<file path="src/rtl/fact_responder_pkg.sv">
// rtl/fact_responder_pkg.sv - register map, FSM encoding and STATUS layout for fact_responder
package fact_responder_pkg;

  localparam logic [1:0] ADDR_N   = 2'd0;
  localparam logic [1:0] ADDR_GO  = 2'd1;
  localparam logic [1:0] ADDR_ST  = 2'd2;
  localparam logic [1:0] ADDR_RES = 2'd3;

  typedef enum logic [1:0] {
    S_IDLE = 2'd0,
    S_BUSY = 2'd1,
    S_DONE = 2'd2
  } state_t;

  localparam int ST_DONE_BIT = 0;
  localparam int ST_ERR_BIT  = 1;
  localparam int ST_BUSY_BIT = 2;

endpackage

</file>
<file path="src/rtl/fact_responder_dp.sv">
// rtl/fact_responder_dp.sv - factorial datapath: down-counter, running product and result register
module fact_dp
  import fact_responder_pkg::*;
#(
  parameter int unsigned NW = 4
) (
  input  logic          clk,
  input  logic          reset,
  input  logic          i_load,
  input  logic [NW-1:0] i_n,
  input  logic          i_step,
  input  logic          i_latch,
  input  logic          i_clr_res,
  output logic          o_cnt_le1,
  output logic [31:0]   o_result
);

  logic [NW-1:0] r_cnt;
  logic [31:0]   r_prod;
  logic [31:0]   r_result;
  logic [31:0]   w_mult;

  // Product is kept modulo 2^32; the FSM never lets n exceed the overflow-free limit.
  assign w_mult    = r_prod * 32'(r_cnt);
  assign o_cnt_le1 = (r_cnt <= NW'(1));
  assign o_result  = r_result;

  always_ff @(posedge clk or negedge reset) begin
    if (!reset) begin
      r_cnt    <= '0;
      r_prod   <= '0;
      r_result <= '0;
    end else begin
      if (i_load) begin
        r_cnt  <= i_n;
        r_prod <= 32'd1;
      end else if (i_step) begin
        r_prod <= w_mult;
        r_cnt  <= r_cnt - NW'(1);
      end
      if (i_clr_res) begin
        r_result <= '0;
      end else if (i_latch) begin
        r_result <= r_prod;
      end
    end
  end

endmodule

</file>
<file path="src/rtl/fact_responder.sv">
// rtl/fact_responder.sv - memory-mapped iterative factorial accelerator on the data-memory bus
module fact_responder
  import fact_responder_pkg::*;
#(
  parameter int unsigned NW   = 4,
  parameter int unsigned MAXN = 12
) (
  input  logic        clk,
  input  logic        reset,
  input  logic        cs,
  input  logic        we,
  input  logic [1:0]  a,
  input  logic [31:0] wd,
  output logic [31:0] rd
);

  state_t        r_state;
  logic [NW-1:0] r_n;
  logic          r_done;
  logic          r_err;
  logic          r_busy;

  logic        w_wr;
  logic        w_go;
  logic        w_can_go;
  logic        w_n_err;
  logic        w_load;
  logic        w_clr;
  logic        w_step;
  logic        w_latch;
  logic        w_cnt_le1;
  logic [31:0] w_result;
  logic        w_unused;

  assign w_wr     = cs & we;
  assign w_go     = w_wr & (a == ADDR_GO) & wd[0];
  assign w_can_go = (r_state != S_BUSY);
  assign w_n_err  = (32'(r_n) > MAXN);
  assign w_load   = w_go & w_can_go & ~w_n_err;
  assign w_clr    = w_go & w_can_go & w_n_err;
  assign w_step   = (r_state == S_BUSY) & ~w_cnt_le1;
  assign w_latch  = (r_state == S_BUSY) & w_cnt_le1;
  assign w_unused = ^wd[31:NW];

  fact_dp #(.NW(NW)) u_dp (
    .clk       (clk),
    .reset     (reset),
    .i_load    (w_load),
    .i_n       (r_n),
    .i_step    (w_step),
    .i_latch   (w_latch),
    .i_clr_res (w_clr),
    .o_cnt_le1 (w_cnt_le1),
    .o_result  (w_result)
  );

  always_ff @(posedge clk or negedge reset) begin
    if (!reset) begin
      r_state <= S_IDLE;
      r_n     <= '0;
      r_done  <= 1'b0;
      r_err   <= 1'b0;
      r_busy  <= 1'b0;
    end else begin
      if (w_wr && (a == ADDR_N)) begin
        r_n <= wd[NW-1:0];
      end
      case (r_state)
        S_IDLE, S_DONE: begin
          if (w_clr) begin
            r_state <= S_DONE;
            r_done  <= 1'b1;
            r_err   <= 1'b1;
            r_busy  <= 1'b0;
          end else if (w_load) begin
            r_state <= S_BUSY;
            r_done  <= 1'b0;
            r_err   <= 1'b0;
            r_busy  <= 1'b1;
          end
        end
        S_BUSY: begin
          if (w_latch) begin
            r_state <= S_DONE;
            r_done  <= 1'b1;
            r_busy  <= 1'b0;
          end
        end
        default: begin
          r_state <= S_IDLE;
          r_busy  <= 1'b0;
        end
      endcase
    end
  end

  // Combinational read so the single-cycle core sees data in the same cycle.
  always_comb begin
    rd = '0;
    if (cs) begin
      case (a)
        ADDR_N:   rd[NW-1:0] = r_n;
        ADDR_ST: begin
          rd[ST_DONE_BIT] = r_done;
          rd[ST_ERR_BIT]  = r_err;
          rd[ST_BUSY_BIT] = r_busy;
        end
        ADDR_RES: rd = w_result;
        default:  rd = '0;
      endcase
    end
  end

endmodule
</file>
<file path="config.mk">
export PLATFORM = sky130hd
export DESIGN_NAME = fact_responder
export DESIGN_NICKNAME = d
export VERILOG_FILES = /design/src/rtl/fact_responder_pkg.sv /design/src/rtl/fact_responder_dp.sv /design/src/rtl/fact_responder.sv
export SDC_FILE = /design/constraint.sdc
export NUM_CORES = 1
export LEC_CHECK = 0
export ABC_AREA = 1
export CAP_MARGIN = 20
export CORE_MARGIN = 5
export CORE_UTILIZATION = 50
export CTS_BUF_LIST = sky130_fd_sc_hd__clkbuf_8
export DETAILED_ROUTE_END_ITERATION = 12
export GPL_TIMING_DRIVEN = 0
export HOLD_SLACK_MARGIN = 0.15
export PLACE_DENSITY = 0.78
export SLEW_MARGIN = 0
export SYNTH_ARGS = -nofsm -noshare
export SYNTH_HDL_FRONTEND = slang
export SYNTH_SLANG_ARGS = --single-unit
export TNS_END_PERCENT = 20
</file>
<file path="constraint.sdc">
create_clock -name clk -period 3.4 [get_ports clk]
set_input_delay 0.34 -clock clk [delete_from_list [all_inputs] [get_ports clk]]
set_output_delay 0.34 -clock clk [all_outputs]
set_load 0.01 [all_outputs]
</file>
==> impl_metrics.tcl, run 1 <==
set metrics [dict create \
    status "finished, final reports clean" \
    max_freq_mhz 301 \
    cpLargestDelayFamily "adder cells" \
    die_area_um2 18600 \
    drt_iter0_markers 512 \
    syn_area_per_cell_um2 6.51 \
    clk_path_buf_depth 2 \
    hp-class "primary input to asynchronous set/reset pin" \
    max_slew_margin 0.556 \
    finalCritPeriodShare 0.978 \
    n_antenna_cell 0 \
    finalMaxSlewViolations 0 \
    grt-ovfl-total 0 \
    grt_pass1_wl_um 35900 \
    cap_violations 0 \
    firstDrtPassIters 5 \
    p_leak_nw 5.84 \
    cp.buffers_inverters 6 \
    fin_nets 1433 \
    timing.rr.end "u_dp.r_prod[15]$_DFFE_PN0P_" \
    cts_sinks 77 \
    final_antenna_net_count 0 \
    slowest_stage "fa_1" \
    rsz0062_at_grt "yes" \
    vias 7627 \
    ir_worst_vdd_v 0.000404 \
    gp_congestion 0.947 \
    cts.htree.levels 3 \
    yosys_register_bits 77 \
    fin_skew_ns 0.0187 \
    wire_per_inst_um 14.6 \
    path_cells "buf_6, clkbuf_16, nand2_1, inv_1, fa_1, inv_1, fa_1, inv_1, ha_4, nand2_1, nand2_1, nand2_2, nand3_2, nand2_2, nand2_4, buf_4, o21ai_2, o21ai_1" \
    ctsRootBufferMaster "clkbuf_8" \
    numCtsBuffers 9 \
    ys_types 41 \
    setup_viol 0 \
    worst_pin_slew_ns 0.665 \
    post-place-ws_ns -0.615 \
    drt-total-wl_um 22300 \
    drive_above_1_share 0.192 \
    crit_fanout 10 \
    initial_core_util 0.507 \
    die_height_um 136 \
    syn_to_final_growth_pct 25.4 \
    multi_input_area_um2 5350 \
    start_kind "flop" \
    critical_path_arrival_ns 3.61 \
    grt_max_degree 44 \
    io_pins 70 \
    hpwl_um 16100 \
    setup_ws_ns 0.0739 \
    fillCellCount 1380 \
    regArea_um2 1930 \
    grt_use_total 0.244 \
    numPortBuffers 41 \
    grt_pass1_vias 7591 \
    die_x_um 136 \
    worstSetupPathType "flop to flop" \
    ff2ff_path_depth 18 \
    avgViaCountPerCell 5.01 \
    grt_antenna_before_repair 0 \
    cts_tree "yes" \
    end_kind "flop" \
    synth_warnings 0 \
    clock_latency_ns 0.40 \
    core_um2 15800 \
    syn_inst 1228 \
    drc 0 \
    r2r-start "u_dp.r_cnt[3]$_DFFE_PN0P_" \
    setup-tns-final_ns 0 \
    critPathMaxStageDelay_ns 0.54 \
    yosysSeqAreaShare 0.241 \
    fin_crit_ns 3.33 \
    synth_nets 1361 \
    clkTransAtPathRegs_ns 0.10 \
    netlist_area_um2 7990 \
    final_hold_viol_count 0 \
    power_density_nw_per_um2 728 \
    rows 46 \
    r2r_slack_ns 0.07 \
    worstPathRequired_ns 3.68 \
]
[worst max path at each step]
| stage | start | to | slack, ns | cells past startpoint |
|---|---|---|---|---|
| floorplan | u_dp.r_cnt[2]$_DFFE_PN0P_ | u_dp.r_prod[22]$_DFFE_PN0P_ | 0.09 | 18 |
| finish | u_dp.r_cnt[3]$_DFFE_PN0P_ | u_dp.r_prod[15]$_DFFE_PN0P_ | 0.07 | 18 |
| global placement | reset | r_busy$_DFFE_PN0P_ | -0.86 | 1 |
| CTS | u_dp.r_cnt[3]$_DFFE_PN0P_ | u_dp.r_prod[31]$_DFFE_PN0P_ | -0.0004 | 20 |
| global route | u_dp.r_cnt[3]$_DFFE_PN0P_ | u_dp.r_prod[28]$_DFFE_PN0P_ | -0.08 | 20 |
| detailed placement | u_dp.r_cnt[3]$_DFFE_PN0P_ | u_dp.r_prod[22]$_DFFE_PN0P_ | -0.61 | 17 |
[report_power, final]
part | internal, W | switching, W
Combinational | 0.00202 | 0.00306
Clock | 0.000283 | 0.000433
Sequential | 0.00120 | 0.000302
Total | 0.00350 | 0.00380
[placed cells by master, fill, tap and decap left out, types with 6 or more instances in the layout]
master / netlist / routed
buf_4: 2 / 23
clkbuf_8: 0 / 10
nand3_1: 44 / 31
ha_1: 38 / 14
inv_2: 5 / 25
nand2_4: 1 / 18
nand4_1: 6 / 6
o21ai_0: 23 / 20
clkbuf_1: 14 / 7
ha_4: 0 / 24
dfrtp_1: 77 / 76
nor2_1: 75 / 55
nand3_2: 5 / 16
o21ai_1: 14 / 13
nor2_2: 4 / 13
nand2_1: 375 / 314
fa_1: 57 / 56
nand2_2: 5 / 49
inv_1: 370 / 348
a21oi_1: 34 / 22
a21oi_2: 0 / 9
clkdlybuf4s50_1: 0 / 40
o22ai_1: 35 / 35
nor2_4: 1 / 12
[cells in the mapped netlist, drive strengths merged]
cell,n,share of area
a21o,1,0.00094
a21oi,35,0.023
a22oi,1,0.00094
and2,2,0.0016
buf,15,0.011
clkbuf,14,0.0066
clkinv,1,0.00047
dfrtp,77,0.24
fa,57,0.14
ha,38,0.060
inv,376,0.18
mux2,3,0.0042
nand2,381,0.18
nand3,49,0.034
nand3b,2,0.0019
nand4,7,0.0063
nor2,80,0.040
nor3,6,0.0044
o21ai,38,0.024
o21bai,3,0.0033
o221ai,1,0.0011
o22ai,35,0.027
or2,1,0.0011
xnor2,4,0.0044
xor2,1,0.0011
[metal layers]
layer / GRT usage / routed length, µm / up-vias
met5: 0 / 0 / -
met4: 0.0890 / 727 / 0
met3: 0.0389 / 1370 / 56
met2: 0.408 / 10800 / 247
met1: 0.322 / 9400 / 3609
li1: - / - / 3715
[layout make-up]
type,instances,area share
multi-input cells,745,0.534
flip-flops and latches,77,0.192
inverters,377,0.142
repair buffers,62,0.0604
well taps,216,0.0270
plain buffers,28,0.0255
clock buffers,9,0.0124
clock inverters,7,0.00637
[state kept, by name (all words and copies together) (netlist names)]
register,count
r_n,4
r_err,1
r_busy,1
u_dp.r_cnt,4
u_dp.r_prod,32
r_done,1
r_state,2
u_dp.o_result,32
[cells by family (layout without fill, tap and decap cells)]
kind of cell | after synthesis | in the layout | synth area share
and+or+nand+nor | 528 | 528 | 0.270
buffers and inverters | 406 | 483 | 0.195
AOI/OAI and AO/OA | 114 | 114 | 0.0813
adders and majority gates | 95 | 95 | 0.202
DFF | 77 | 77 | 0.241
xor gates and xnor gates | 5 | 5 | 0.00548
muxes | 3 | 3 | 0.00423
[worst register-to-register path: cells and delay by family, from the launching register on]
family / cells / cell delay (ns)
DFF: 1 / 0.40
and+or+nand+nor: 7 / 0.62
adders and majority gates: 3 / 1.33
buffers and inverters: 6 / 0.64
AOI/OAI and AO/OA: 2 / 0.21
[what timing repair did]
item	in CTS	in global routing
resized for setup	80	167
hold endpoints to repair	34	0
buffers inserted	2	16
setup endpoints to repair	28	25
pin swaps	11	62
hold buffers	1	0
gates cloned	0	1
[metrics by stage]
stage | area [µm²] | hold WS (ns) | util | instances | power, W
floorplan | 7990 | 0.0444 | - | 1228 | 0.00414
global placement | 8670 | 0.473 | 0.550 | 1485 | 0.00498
detailed placement | 8700 | 0.330 | 0.551 | 1486 | 0.00512
CTS | 9310 | 0.447 | 0.590 | 1505 | 0.00637
global route | 10000 | 0.472 | 0.635 | 1521 | 0.00795
finish | 10000 | 0.438 | 0.635 | 1521 | 0.00730
No activity file was read; power rests on OpenSTA's default activity.
==> run 2, diff against run 1 <==
--- a/config.mk
+++ b/config.mk
@@ -7,13 +7,15 @@
 export LEC_CHECK = 0
 export ABC_AREA = 1
 export CAP_MARGIN = 20
+export CELL_PAD_IN_SITES_DETAIL_PLACEMENT = 0
+export CELL_PAD_IN_SITES_GLOBAL_PLACEMENT = 1
 export CORE_MARGIN = 5
-export CORE_UTILIZATION = 50
+export CORE_UTILIZATION = 39
 export CTS_BUF_LIST = sky130_fd_sc_hd__clkbuf_8
 export DETAILED_ROUTE_END_ITERATION = 12
 export GPL_TIMING_DRIVEN = 0
 export HOLD_SLACK_MARGIN = 0.15
-export PLACE_DENSITY = 0.78
+export PLACE_DENSITY = 0.84
 export SLEW_MARGIN = 0
 export SYNTH_ARGS = -nofsm -noshare
 export SYNTH_HDL_FRONTEND = slang
==> impl_metrics.tcl, run 2 (synthesis results as in run 1) <==
set metrics [dict create \
    worstPathRequired_ns 3.68 \
    grt_use_total 0.193 \
    fillCellCount 2015 \
    die_height_um 153 \
    rows 52 \
    worstSetupPathType "flop to flop" \
    grt_max_degree 47 \
    finalMaxSlewViolations 0 \
    power_density_nw_per_um2 735 \
    drt-total-wl_um 22700 \
    cts_sinks 77 \
    placed_cells 1540 \
    final_antenna_net_count 0 \
    grt-ovfl-total 0 \
    max_slew_margin 0.521 \
    io_pins 70 \
    drive_above_1_share 0.193 \
    ctsRootBufferMaster "clkbuf_8" \
    n_antenna_cell 0 \
    p_int_w 0.00366 \
    p_leak_nw 5.88 \
    mostFrequentLayoutCell "inv_1" \
    final_cell_mix "inv_1, nand2_1, dfrtp_1, fa_1, nor2_1" \
    grt_pass1_vias 7495 \
    fin_cells 1584 \
    vias 7416 \
    avgViaCountPerCell 4.68 \
    initial_core_util 0.395 \
    cts.htree.levels 3 \
    ir_worst_vdd_v 0.000320 \
    die_x_um 153 \
    setup_viol 0 \
    rsz0062_at_grt "yes" \
    clkTransAtPathRegs_ns 0.10 \
    numCtsBuffers 9 \
    drc 0 \
    wire_per_inst_um 14.3 \
    cap_violations 0 \
    grt_antenna_before_repair 0 \
    clock_latency_ns 0.39 \
    drt_iter0_markers 468 \
    final_hold_viol_count 0 \
    max_freq_mhz 302 \
    hpwl_um 16900 \
    multi_input_area_um2 5370 \
    end_kind "flop" \
    core_um2 20200 \
    setup-tns-final_ns 0 \
    crit_fanout 5 \
    finalCritPeriodShare 0.972 \
    syn_to_final_growth_pct 27.7 \
    fin_nets 1442 \
    die_area_um2 23400 \
    pwr-share-comb 0.695 \
    clk_path_buf_depth 2 \
    pwr-share-seq 0.201 \
    worst_hold_slack_ns 0.443 \
    firstDrtPassIters 5 \
    p_sw_w 0.00384 \
    worst_pin_slew_ns 0.719 \
    status "finished, final reports clean" \
    grt_pass1_wl_um 37000 \
    regArea_um2 1930 \
    cts_tree "yes" \
    critical_path_arrival_ns 3.59 \
    power_w 0.00750 \
    start_kind "flop" \
    p_clk_frac 0.104 \
    gp_congestion 0.854 \
    numPortBuffers 41 \
    fin_skew_ns 0.0218 \
    fin_crit_ns 3.31 \
    p_sw_frac 0.512 \
    hp-class "primary input to asynchronous set/reset pin" \
]
-- run 2: changes by cell type in the layout (fill, tap and decap cells not counted), sizes merged --
cell / previous run / this run
bufinv: 0 / 1
inv: 381 / 380
buf: 39 / 47
clkbuf: 19 / 20
-- run 2: worst max-delay path: stages (launching register included) --
cell and delay, ns:
dfrtp_1 0.40, buf_2 0.15, buf_4 0.14, buf_6 0.13, nand2_1 0.06, inv_1 0.05, fa_1 0.47, inv_1 0.05
fa_1 0.47, inv_1 0.05, ha_1 0.39, nand2_2 0.15, nor3_4 0.24, and2_4 0.17, nand2_2 0.06, nand2_1 0.06
nand2_1 0.06, nand3_2 0.07, nand2_1 0.05
-- run 2: layout make-up --
class | instances | share of cell area
plain buffers | 28 | 0.0265
clock buffers | 9 | 0.0121
clock inverters | 7 | 0.00785
inverters | 377 | 0.140
multi-input cells | 745 | 0.526
flip-flops and latches | 77 | 0.189
well taps | 270 | 0.0331
repair buffers | 71 | 0.0651
-- run 2: metrics by stage --
step                      setup slack, ns   util  cell area, µm²
after CTS                        0.000418  0.467            9450
after detailed placement           -0.685  0.433            8760
after floorplan                    0.0908      -            7990
final                              0.0937  0.504           10200
after global routing              -0.0702  0.504           10200
after global placement              -1.00  0.432            8740
-- run 2: worst paths after layout --
path,start,end,slack [ns],cells past startpoint
min in group clk,r_state[1]$_DFFE_PN0P_,r_state[1]$_DFFE_PN0P_,0.50,2
max in group asynchronous,reset,u_dp.o_result[11]$_DFFE_PN0P_,2.35,3
hold reg to reg,r_state[1]$_DFFE_PN0P_,r_state[1]$_DFFE_PN0P_,0.50,2
setup / recovery,u_dp.r_cnt[3]$_DFFE_PN0P_,u_dp.r_prod[29]$_DFFE_PN0P_,0.09,18
hold / removal,reset,r_state[0]$_DFFE_PN0P_,0.44,2
setup reg to reg,u_dp.r_cnt[3]$_DFFE_PN0P_,u_dp.r_prod[29]$_DFFE_PN0P_,0.09,18
-- run 2: power by group through the flow --
stage	clock [W]	sequential [W]	combinational, W
final	0.000780	0.00151	0.00521
after global routing	0.000838	0.00154	0.00582
after CTS	0.000800	0.00149	0.00431
after detailed placement	0	0.00150	0.00367
after global placement	0	0.00150	0.00359
after floorplan	0	0.00140	0.00274
-- run 2: what timing repair did --
action,in CTS,in global routing
gates cloned,0,4
hold endpoints to repair,31,0
setup endpoints to repair,28,25
pin swaps,9,68
resized for setup,91,153
setup buffers,0,24
hold buffers,1,0
-- run 2: metal layers --
metal / GRT usage / wire length (µm) / vias to the layer above / share of wire
met4: 0.0649 / 575 / 0 / 0.025
met2: 0.320 / 10500 / 130 / 0.46
met5: 0 / 0 / - / 0
met1: 0.258 / 10600 / 3514 / 0.47
met3: 0.0328 / 953 / 36 / 0.042
li1: - / - / 3736 / -
